### src/rtl/seg_scan_driver_pkg.sv
// Shared types and glyph table for the multiplexed seven-segment driver.
// Segment bit order: bit0 = a ... bit6 = g, active-high.
package seg_pkg;

    typedef logic [6:0] seg_t;

    localparam seg_t SEG_BLANK = '0;

    // Hex glyphs 0..F; b and d use the lowercase shapes.
    localparam seg_t SEG_HEX [16] = '{
        7'h3F, 7'h06, 7'h5B, 7'h4F,
        7'h66, 7'h6D, 7'h7D, 7'h07,
        7'h7F, 7'h6F, 7'h77, 7'h7C,
        7'h39, 7'h5E, 7'h79, 7'h71
    };

    // Glyph for one nibble, or blank when the digit is suppressed.
    function automatic seg_t seg_glyph(input logic [3:0] nib,
                                       input logic       blank);
        seg_glyph = blank ? SEG_BLANK : SEG_HEX[nib];
    endfunction

endpackage

### src/rtl/seg_scan_driver_if.sv
// Value-load and display-pin bundle of the seven-segment scan driver.
// master = value source / board side, slave = the driver itself.
interface seg_scan_driver_if
    import seg_pkg::*;
#(
    parameter int NUM_DIGITS = 4,
    parameter int BRIGHT_W   = 3
) ();

    localparam int SEL_W = $clog2(NUM_DIGITS);

    logic [4*NUM_DIGITS-1:0] value_i;
    logic                    load_i;
    logic [BRIGHT_W-1:0]     brightness_i;
    logic                    pending_o;
    logic [SEL_W-1:0]        digit_sel_o;
    logic [NUM_DIGITS-1:0]   digit_en_o;
    seg_t                    segs_o;
    logic                    frame_o;

    modport master (
        output value_i,
        output load_i,
        output brightness_i,
        input  pending_o,
        input  digit_sel_o,
        input  digit_en_o,
        input  segs_o,
        input  frame_o
    );

    modport slave (
        input  value_i,
        input  load_i,
        input  brightness_i,
        output pending_o,
        output digit_sel_o,
        output digit_en_o,
        output segs_o,
        output frame_o
    );

endinterface

### src/rtl/seg_scan_timer.sv
// Slot prescaler, digit scan counter, frame boundary and PWM duty compare.
// Exposes next-state scan/duty so the top can register outputs alongside.
module seg_scan_timer #(
    parameter int NUM_DIGITS = 4,
    parameter int DIV        = 10000,
    parameter int BRIGHT_W   = 3,
    localparam int SEL_W     = $clog2(NUM_DIGITS)
) (
    input  logic                clk_i,
    input  logic                reset,
    input  logic [BRIGHT_W-1:0] brightness_i,
    output logic [SEL_W-1:0]    scan_nxt_o,
    output logic                en_nxt_o,
    output logic                boundary_o
);

    localparam int CNT_W = (DIV > 1) ? $clog2(DIV) : 1;
    localparam int P_W   = CNT_W + BRIGHT_W + 1;

    logic [CNT_W-1:0] cnt_q;
    logic [CNT_W-1:0] cnt_nxt;
    logic [SEL_W-1:0] scan_q;
    logic [SEL_W-1:0] scan_nxt;
    logic             tick;
    logic             last;
    logic [P_W-1:0]   lvl;
    logic [P_W-1:0]   prod;
    logic [P_W-1:0]   th;

    assign tick = (cnt_q == CNT_W'(DIV - 1));
    assign last = (scan_q == SEL_W'(NUM_DIGITS - 1));

    // Next prescaler and scan positions; scan only moves at slot end.
    always_comb begin
        cnt_nxt  = cnt_q + 1'b1;
        scan_nxt = scan_q;
        if (tick) begin
            cnt_nxt  = '0;
            scan_nxt = last ? '0 : scan_q + 1'b1;
        end
    end

    // On-time per slot: ((level + 1) * DIV) >> BRIGHT_W, full-width product.
    always_comb begin
        lvl  = P_W'(brightness_i) + P_W'(1);
        prod = lvl * P_W'(DIV);
        th   = prod >> BRIGHT_W;
    end

    // Prescaler and scan index state.
    always_ff @(posedge clk_i) begin
        if (reset) begin
            cnt_q  <= '0;
            scan_q <= '0;
        end else begin
            cnt_q  <= cnt_nxt;
            scan_q <= scan_nxt;
        end
    end

    assign scan_nxt_o = scan_nxt;
    assign en_nxt_o   = (P_W'(cnt_nxt) < th);
    assign boundary_o = tick & last;

endmodule

### src/rtl/seg_scan_driver.sv
// N-digit multiplexed seven-segment driver with double-buffered load and PWM.
// Optional leading-zero blanking is enabled by defining SEG_LZB_EN.
module seg_scan_driver
    import seg_pkg::*;
#(
    parameter int NUM_DIGITS = 4,
    parameter int DIV        = 10000,
    parameter int BRIGHT_W   = 3
) (
    input  logic              clk_i,
    input  logic              reset,
    seg_scan_driver_if.slave  bus
);

    localparam int SEL_W = $clog2(NUM_DIGITS);
    localparam int VAL_W = 4 * NUM_DIGITS;

    logic [SEL_W-1:0]      scan_nxt;
    logic                  en_nxt;
    logic                  boundary;

    logic [VAL_W-1:0]      pend_q;
    logic [VAL_W-1:0]      pend_nxt;
    logic [VAL_W-1:0]      disp_q;
    logic [VAL_W-1:0]      disp_nxt;
    logic                  pending_q;
    logic                  pending_nxt;

    logic [NUM_DIGITS-1:0] blank;
    logic [3:0]            nib;
    logic                  blank_cur;

    logic [SEL_W-1:0]      sel_q;
    logic [NUM_DIGITS-1:0] en_q;
    seg_t                  segs_q;
    logic                  frame_q;

    seg_scan_timer #(
        .NUM_DIGITS   (NUM_DIGITS),
        .DIV          (DIV),
        .BRIGHT_W     (BRIGHT_W)
    ) u_timer (
        .clk_i        (clk_i),
        .reset        (reset),
        .brightness_i (bus.brightness_i),
        .scan_nxt_o   (scan_nxt),
        .en_nxt_o     (en_nxt),
        .boundary_o   (boundary)
    );

    // Commit pending data at the frame boundary; a load always lands in pend.
    always_comb begin
        disp_nxt    = disp_q;
        pend_nxt    = pend_q;
        pending_nxt = pending_q;
        if (boundary && pending_q) begin
            disp_nxt    = pend_q;
            pending_nxt = 1'b0;
        end
        if (bus.load_i) begin
            pend_nxt    = bus.value_i;
            pending_nxt = 1'b1;
        end
    end

`ifdef SEG_LZB_EN
    // Digit i>=1 is blank when it and every higher nibble are zero.
    always_comb begin
        logic run;
        run   = 1'b1;
        blank = '0;
        for (int i = NUM_DIGITS - 1; i >= 1; i--) begin
            run      = run & (disp_nxt[4*i +: 4] == 4'h0);
            blank[i] = run;
        end
    end
`else
    assign blank = '0;
`endif

    assign nib       = disp_nxt[{scan_nxt, 2'b00} +: 4];
    assign blank_cur = blank[scan_nxt];

    // Buffers and pins, registered from the state being entered this edge.
    always_ff @(posedge clk_i) begin
        if (reset) begin
            pend_q    <= '0;
            disp_q    <= '0;
            pending_q <= 1'b0;
            sel_q     <= '0;
            en_q      <= '0;
            segs_q    <= SEG_BLANK;
            frame_q   <= 1'b0;
        end else begin
            pend_q    <= pend_nxt;
            disp_q    <= disp_nxt;
            pending_q <= pending_nxt;
            sel_q     <= scan_nxt;
            en_q      <= (en_nxt && !blank_cur)
                         ? (NUM_DIGITS'(1) << scan_nxt)
                         : '0;
            segs_q    <= seg_glyph(nib, blank_cur);
            frame_q   <= boundary;
        end
    end

    assign bus.pending_o   = pending_q;
    assign bus.digit_sel_o = sel_q;
    assign bus.digit_en_o  = en_q;
    assign bus.segs_o      = segs_q;
    assign bus.frame_o     = frame_q;

endmodule

### src/flat_wrapper.sv
// flat-port wrapper written by rule: the top's interface ports become plain ports
module seg_scan_driver_flat import seg_pkg::*;
#(
    parameter int NUM_DIGITS = 4,
    parameter int DIV        = 10000,
    parameter int BRIGHT_W   = 3
)
  (clk_i, reset, bus_value_i, bus_load_i, bus_brightness_i, bus_pending_o, bus_digit_sel_o, bus_digit_en_o, bus_segs_o, bus_frame_o);
  seg_scan_driver_if #(.NUM_DIGITS(NUM_DIGITS), .BRIGHT_W(BRIGHT_W)) bus_i ();
  input  logic clk_i;
  input  logic reset;
  input wire logic [$bits(bus_i.value_i)-1:0] bus_value_i;
  input wire logic [$bits(bus_i.load_i)-1:0] bus_load_i;
  input wire logic [$bits(bus_i.brightness_i)-1:0] bus_brightness_i;
  output wire logic [$bits(bus_i.pending_o)-1:0] bus_pending_o;
  output wire logic [$bits(bus_i.digit_sel_o)-1:0] bus_digit_sel_o;
  output wire logic [$bits(bus_i.digit_en_o)-1:0] bus_digit_en_o;
  output wire logic [$bits(bus_i.segs_o)-1:0] bus_segs_o;
  output wire logic [$bits(bus_i.frame_o)-1:0] bus_frame_o;
  assign bus_i.value_i = bus_value_i;
  assign bus_i.load_i = bus_load_i;
  assign bus_i.brightness_i = bus_brightness_i;
  assign bus_pending_o = bus_i.pending_o;
  assign bus_digit_sel_o = bus_i.digit_sel_o;
  assign bus_digit_en_o = bus_i.digit_en_o;
  assign bus_segs_o = bus_i.segs_o;
  assign bus_frame_o = bus_i.frame_o;
  seg_scan_driver #(.NUM_DIGITS(NUM_DIGITS), .DIV(DIV), .BRIGHT_W(BRIGHT_W)) u_core (.clk_i(clk_i), .reset(reset), .bus(bus_i));
endmodule
### config.mk
export PLATFORM = sky130hd
export DESIGN_NAME = seg_scan_driver_flat
export DESIGN_NICKNAME = d
export VERILOG_FILES = /design/src/rtl/seg_scan_driver_pkg.sv /design/src/rtl/seg_scan_driver_if.sv /design/src/rtl/seg_scan_timer.sv /design/src/rtl/seg_scan_driver.sv /design/src/flat_wrapper.sv
export SDC_FILE = /design/constraint.sdc
export NUM_CORES = 1
export LEC_CHECK = 0
export BUFFER_PORTS_ARGS = -buffer_cell sky130_fd_sc_hd__buf_2
export CAP_MARGIN = 20
export CORE_MARGIN = 1
export CORE_UTILIZATION = 40
export DETAILED_ROUTE_END_ITERATION = 8
export PLACE_DENSITY = 0.67
export SYNTH_ARGS = -nofsm -noshare
export SYNTH_HDL_FRONTEND = slang
export SYNTH_SLANG_ARGS = --single-unit
### constraint.sdc
create_clock -name clk_i -period 8.9 [get_ports clk_i]
set_input_delay 1.78 -clock clk_i [delete_from_list [all_inputs] [get_ports clk_i]]
set_output_delay 1.78 -clock clk_i [all_outputs]
set_load 0.02 [all_outputs]
---- Yosys cells after proc, flatten, opt, wreduce, memory -nomap -nowiden ----
Memory sizes are Yosys's and may differ from the RTL's. A register that Yosys moved wholly into a read port is not among the register bits.
Cells that the tools add are included.
word-level totals
  output and inout bits ................... 15
  bits of input ports ..................... 22
  memory bits (read-only) ................. 112
  memories ................................ 1
  word-level logic and storage cells ...... 35
  register bits ........................... 54
memories
  memory           words  bits a word  read ports  clocked after memory_dff  wr ports  RTL line                   RTL
  (no name shown)  16     7            1           1                         0         seg_scan_driver_pkg.sv:20  seg_glyph = blank ? SEG_BLANK : SEG_HEX[nib];
operators by class
  mux-type cells .......................... 8
  add/subtract/negate cells ............... 3
  shifts and indexed selects .............. 2
  reduce and logical (&&, ||, !) cells .... 6
  bitwise logic cells ..................... 3
  multiply operators ...................... 1
  eq/ne operators ......................... 2
  magnitude comparators ................... 2
operators with widths
  cell                                                                   number
  16-bit 2-to-1 mux                                                      1
  16-bit by 5-bit variable part select with 4-bit output                 1
  14-bit by 15-bit < comparator with 1-bit output                        1
  14-bit by 1-bit adder with 14-bit output (second input constant)       1
  14-bit == test (second input constant)                                 1
  4-bit by 10-bit multiplier with 14-bit output (second input constant)  1
  14-bit 2-to-1 mux                                                      1
  4-bit inverter with 5-bit output                                       1
  3-bit by 1-bit adder with 4-bit output (second input constant)         1
  2-bit 2-to-1 mux                                                       2
  2-bit OR reduction                                                     2
  1-bit by 2-bit << shifter with 4-bit output (first input constant)     1
  2-bit by 3-bit < comparator with 1-bit output (second input constant)  1
  1-bit 2-to-1 mux                                                       3
  2-bit by 1-bit adder with 2-bit output (second input constant)         1
  1-bit binary-select mux with 2-bit select                              1
  2-bit == test (second input constant)                                  1
  1-bit logical AND                                                      2
  2-bit nonzero test                                                     1
  1-bit AND                                                              1
  1-bit zero test                                                        1
  1-bit inverter                                                         1

---- Logic depth before layout (Yosys ltp) ----
  word-level depth ........................ 9
  depth in mapped cells ................... 20
  gate-level depth less buffers ........... 20

---- Modules after synthesis ----
From an unflattened synthesis, not the netlist that was laid out.
unflattened totals
  cell total of the unflattened synthesis .. 368
  area total of the unflattened synthesis .. 3439.5 µm²
modules (own cells, without submodules)
  module           instances  area each (µm²)  cells each  sequential area each (µm²)
  seg_scan_driver  1          1996.9           200         940.9
  seg_scan_timer   1          1442.6           168         320.3

---- Worst setup path before layout ----
Ideal clock, no wire load.
  path type ............................... in2reg
  from .................................... input bus_brightness_i[0]
  to ...................................... register u_core.en_q[2], in the netlist u_core.bus.digit_en_o[2]
  buffers on the path ..................... 0
  data required time ...................... 8808 ps
  data arrival time ....................... 5477 ps
  path slack .............................. 3332 ps
  cell stages on the path ................. 20
  library setup time ...................... 92 ps
  cell sequence ........................... ha_1 -> xnor2_1 -> ha_1 -> inv_1 -> ha_1 -> ha_1 -> ha_1 -> a21oi_1 -> nor2b_1 -> o21ai_0 -> nand2b_1 -> a21oi_1 -> xnor2_1 -> ha_1 -> a21o_1 -> a21o_1 -> a211oi_1 -> o211ai_1 -> o311a_1 -> nor4_1
on the way
  cells in the longest elaborated chain, start to end .. 6
RTL lines
  item                                             RTL line               RTL
  from (decl)                                      flat_wrapper.sv:14     input wire logic [$bits(bus_i.brightness_i)-1:0] bus_brightness_i;
  3-bit by 1-bit adder with 4-bit output           seg_scan_timer.sv:45   lvl = P_W'(brightness_i) + P_W'(1);
  4-bit by 10-bit multiplier with 14-bit output    seg_scan_timer.sv:46   prod = lvl * P_W'(DIV);
  14-bit by 15-bit < comparator with 1-bit output  seg_scan_timer.sv:62   assign en_nxt_o = (P_W'(cnt_nxt) < th);
  1-bit logical AND                                seg_scan_driver.sv:99  en_q <= (en_nxt && !blank_cur)
  1-bit inverter (no line)                         -
  2-bit OR reduction (no line)                     -
  to (signal assigned)                             seg_scan_driver.sv:99
  to (decl)                                        seg_scan_driver.sv:34  logic [NUM_DIGITS-1:0] en_q;
No other way between the ends.
A chain may end at the register's enable or synchronous reset.

---- Worst setup path after layout ----
Same ends and word-level chain as after synthesis.

==> metrics.md <==
| Metric | Value |
|---|---|
| Final hold vios | `0` |
| Routed via count | `roughly 2.6k` |
| Die H | `around 94 um` |
| Worst vdd ir | `between 0.1 and 0.15 mV` |
| F_max | `171 MHz` |
| Worst slew pin tran | `approximately 0.9 ns` |
| Slew headroom | `0.403` |
| Fin area | `between 0.003 and 0.004 sq mm` |
| Critical Path AT | `between 6 and 7 ns` |
| Top_reg_cell synth | `dfxtp_1` |
| Register bit total from synthesis | `61` |
| Crit. End Element | `register` |
| CTS tree | `done` |
| RSZ-0062 raised after global routing | `false` |
| Final Power | `between 0.6 and 0.7 mW` |
| DRC errors left | `0` |
| DRT Pass-1 Iters | `4` |
| CP Cell Sequence | `buf_2 > ha_1 > xnor2_1 > ha_1 > inv_1 > ha_1 > ha_1 > ha_1 > a21oi_1 > nor2b_1 > o21ai_0 > nand2b_1 > a21oi_1 > xnor2_1 > ha_1 > a21o_1 > a21o_1 > a211oi_1 > o211ai_1 > o311a_1 > nor4_1` |
| Full die area | `between 0.008 and 0.009 sq mm` |
| Largest net degree at the start of global routing | `64` |
| Nets@finish | `approximately 460` |
| Pwr Density | `around 160 mW/mm^2` |
| Clock skew | `0.00764 ns` |
| Post-Syn Nets | `429` |
| DP Cell Count | `slightly below 500` |
| Starting Density | `0.414` |
| Global placer's final weighted congestion | `a little over 0.8` |
| Critical Path RT | `approximately 9.1 ns` |
| First-pass GRT wire length | `11.3 mm` |
| Wire per inst | `about 13 um` |
| Ant. Diodes | `0` |
| Critical path type | `input pin to register` |
| Layout cells sized above 1 | `0.172` |
| Maximum clock path buffer count | `2` |
| Cell Area, Placed | `around 0.0036 sq mm` |
| Sequential share of the synthesized area | `0.359` |
| Post CTS Setup Buffer Count | `0` |
| Routed wire length | `between 6 and 7 mm` |
| CP delay by family, top | `adder cells` |
| Initial DRC Count | `between 70 and 80` |
| Layout overhead on the synthesized area | `14.0%` |
| Synth async-reset ratio | `0` |
| Setup TNS | `0 ns` |
| Clk_lat worst skew | `approximately 0.34 ns` |
| Leak | `roughly 1.7 nW` |
| Port Buffers | `36` |
| Max incr delay on CP | `about 0.43 ns` |
| Area of the core | `between 0.008 and 0.009 sq mm` |
| Clock-pin slew on the worst setup and hold paths | `approximately 0.07 ns` |
| Final HPWL DP | `a little under 5 mm` |
| Total Routing Usage GR | `0.165` |
| FF/Latch Area | `0.00122 sq mm` |
| Hold buffers post-CTS | `0` |
| Die W | `about 94 um` |
| Number of flops mapped to enable cells by yosys | `0` |
| Status | `completed` |
| Root buf cell | `clkbuf_8` |
| Filler Cell Count | `just under 800` |
| # H-tree levels | `3` |
| Clock net sink count | `61` |
| Buf/Inv on CP | `2` |
| Slowest stage cell, crit path | `xnor2_1` |
| Final period util | `0.657` |
| Worst reg2reg setup slack | `~4.9 ns` |
| I/O pin cnt | `37` |
| Worst-path maximum fanout | `5` |
| Site row count | `33` |
| Finished Layout Cells | `511` |
| Min-delay worst type | `register to register` |
| Initial antenna violation count | `0` |
| Mapped Area | `between 0.003 and 0.004 sq mm` |
| Area of the multi-input gates | `around 0.0020 sq mm` |
| Num CTS Buffers | `9` |
| Netlist cell types | `50` |
| Most common cell on crit path | `ha_1` |
| Post-Syn Instances | `370` |
| ANT nets after route | `0` |
| MaxCap Viol Count | `0` |
| CP Launch Type | `input pin` |
| Tmin final | `slightly below 6 ns` |
| CTS-repair resized insts | `0` |
| Max-slew violations | `0` |
| Yosys warnings | `0` |
| Final setup viols | `0` |
| GRT Residual Overflow | `0` |
| Vias in the first global route | `2462` |
| Vias per Instance | `around 5` |
| Syn Area/Cell | `9.20 sq um` |
-- placed cells by master, fill, tap and decap left out, types with 6 or more instances in the layout --
cell	instances
nor3_1	11
a21o_1	6
o22ai_1	6
nand3_1	7
nor2_1	37
clkbuf_8	10
ha_1	36
inv_1	15
o21ai_0	6
buf_2	36
mux2i_1	22
a21oi_1	24
xnor2_1	14
mux2_2	6
nor2b_1	9
dfxtp_1	61
nand2_1	40
-- worst register-to-register path, stage by stage, from the launching register on --
cell and delay [ns]:
dfxtp_1 0.35, ha_1 0.20, nand3_1 0.21, nor4_4 0.64, buf_4 0.30, mux2i_2 0.55, o21ai_0 0.18, o22ai_1 0.40
inv_1 0.18, ha_1 0.31, inv_1 0.04, mux4_1 0.47, nor2_1 0.10
-- cells in the mapped netlist (all sizes together), types with 4 or more instances --
master	instances	area share
nand2b	4	0.0073
clkbuf	14	0.015
nand2	40	0.044
o21ai	6	0.0088
and3	4	0.0073
nor2	37	0.041
nand3	8	0.013
a21o	6	0.013
mux2i	23	0.069
mux2	7	0.024
nor4	4	0.016
a211oi	4	0.0088
a21oi	24	0.035
o22ai	6	0.011
nor3	11	0.016
xnor2	14	0.036
nor2b	9	0.017
inv	15	0.017
dfxtp	61	0.36
ha	36	0.13
xor2	5	0.013
-- cell families after synthesis --
family / Yosys count / synth area share
adders and majority gates: 37 / 0.138
and+or+nand+nor: 130 / 0.193
xor gates and xnor gates: 19 / 0.0489
buffers and inverters: 32 / 0.0408
muxes: 32 / 0.107
AOI/OAI and AO/OA: 59 / 0.113
DFF: 61 / 0.359
-- final cells by class --
class	count	share of cell area
Inverter	15	0.0145
Clock inverter	5	0.0216
Multi-Input combinational cell	277	0.527
Tap cell	105	0.0338
Sequential cell	61	0.315
Clock buffer	10	0.0354
Timing Repair Buffer	38	0.0535
-- layer usage --
layer | global-route usage | vias to the layer above | share of wire
li1 | - | 1359 | -
met5 | 0 | - | 0
met1 | 0.216 | 1192 | 0.49
met3 | 0.0502 | 8 | 0.055
met2 | 0.258 | 61 | 0.44
met4 | 0.0538 | 0 | 0.013
-- power by group --
group          switching, mW  internal, mW
sequential           0.00437         0.280
combinational         0.0432        0.0358
clock                  0.111         0.165
total                  0.158         0.481
-- final timing paths --
path,end,cells after the start,startpoint
setup / recovery,u_core.bus.digit_en_o[2],21,bus_brightness_i[0]
hold / removal,u_core.u_timer.cnt_q[0],1,u_core.u_timer.cnt_q[0]
setup reg to reg,u_core.bus.segs_o[3],12,u_core.u_timer.cnt_q[0]
hold reg to reg,u_core.u_timer.cnt_q[0],1,u_core.u_timer.cnt_q[0]
-- sequential cells by signal, summed over array words and instances (netlist names) --
signal                  flops
u_core.bus.digit_en_o       4
u_core.disp_q              16
u_core.bus.digit_sel_o      2
u_core.bus.segs_o           7
u_core.bus.pending_o        1
u_core.u_timer.cnt_q       14
u_core.bus.frame_o          1
u_core.pend_q              16
-- metrics by stage --
| stage | util | setup slack, ns | hold WS (ns) |
|---|---|---|---|
| floorplan | - | 3.33 | 0.425 |
| global placement | 0.443 | 2.89 | 0.440 |
| detailed placement | 0.443 | 2.71 | 0.445 |
| CTS | 0.470 | 3.04 | 0.455 |
| global route | 0.473 | 2.69 | 0.475 |
| finish | 0.473 | 3.05 | 0.453 |
(Power assumes the default switching activity.)
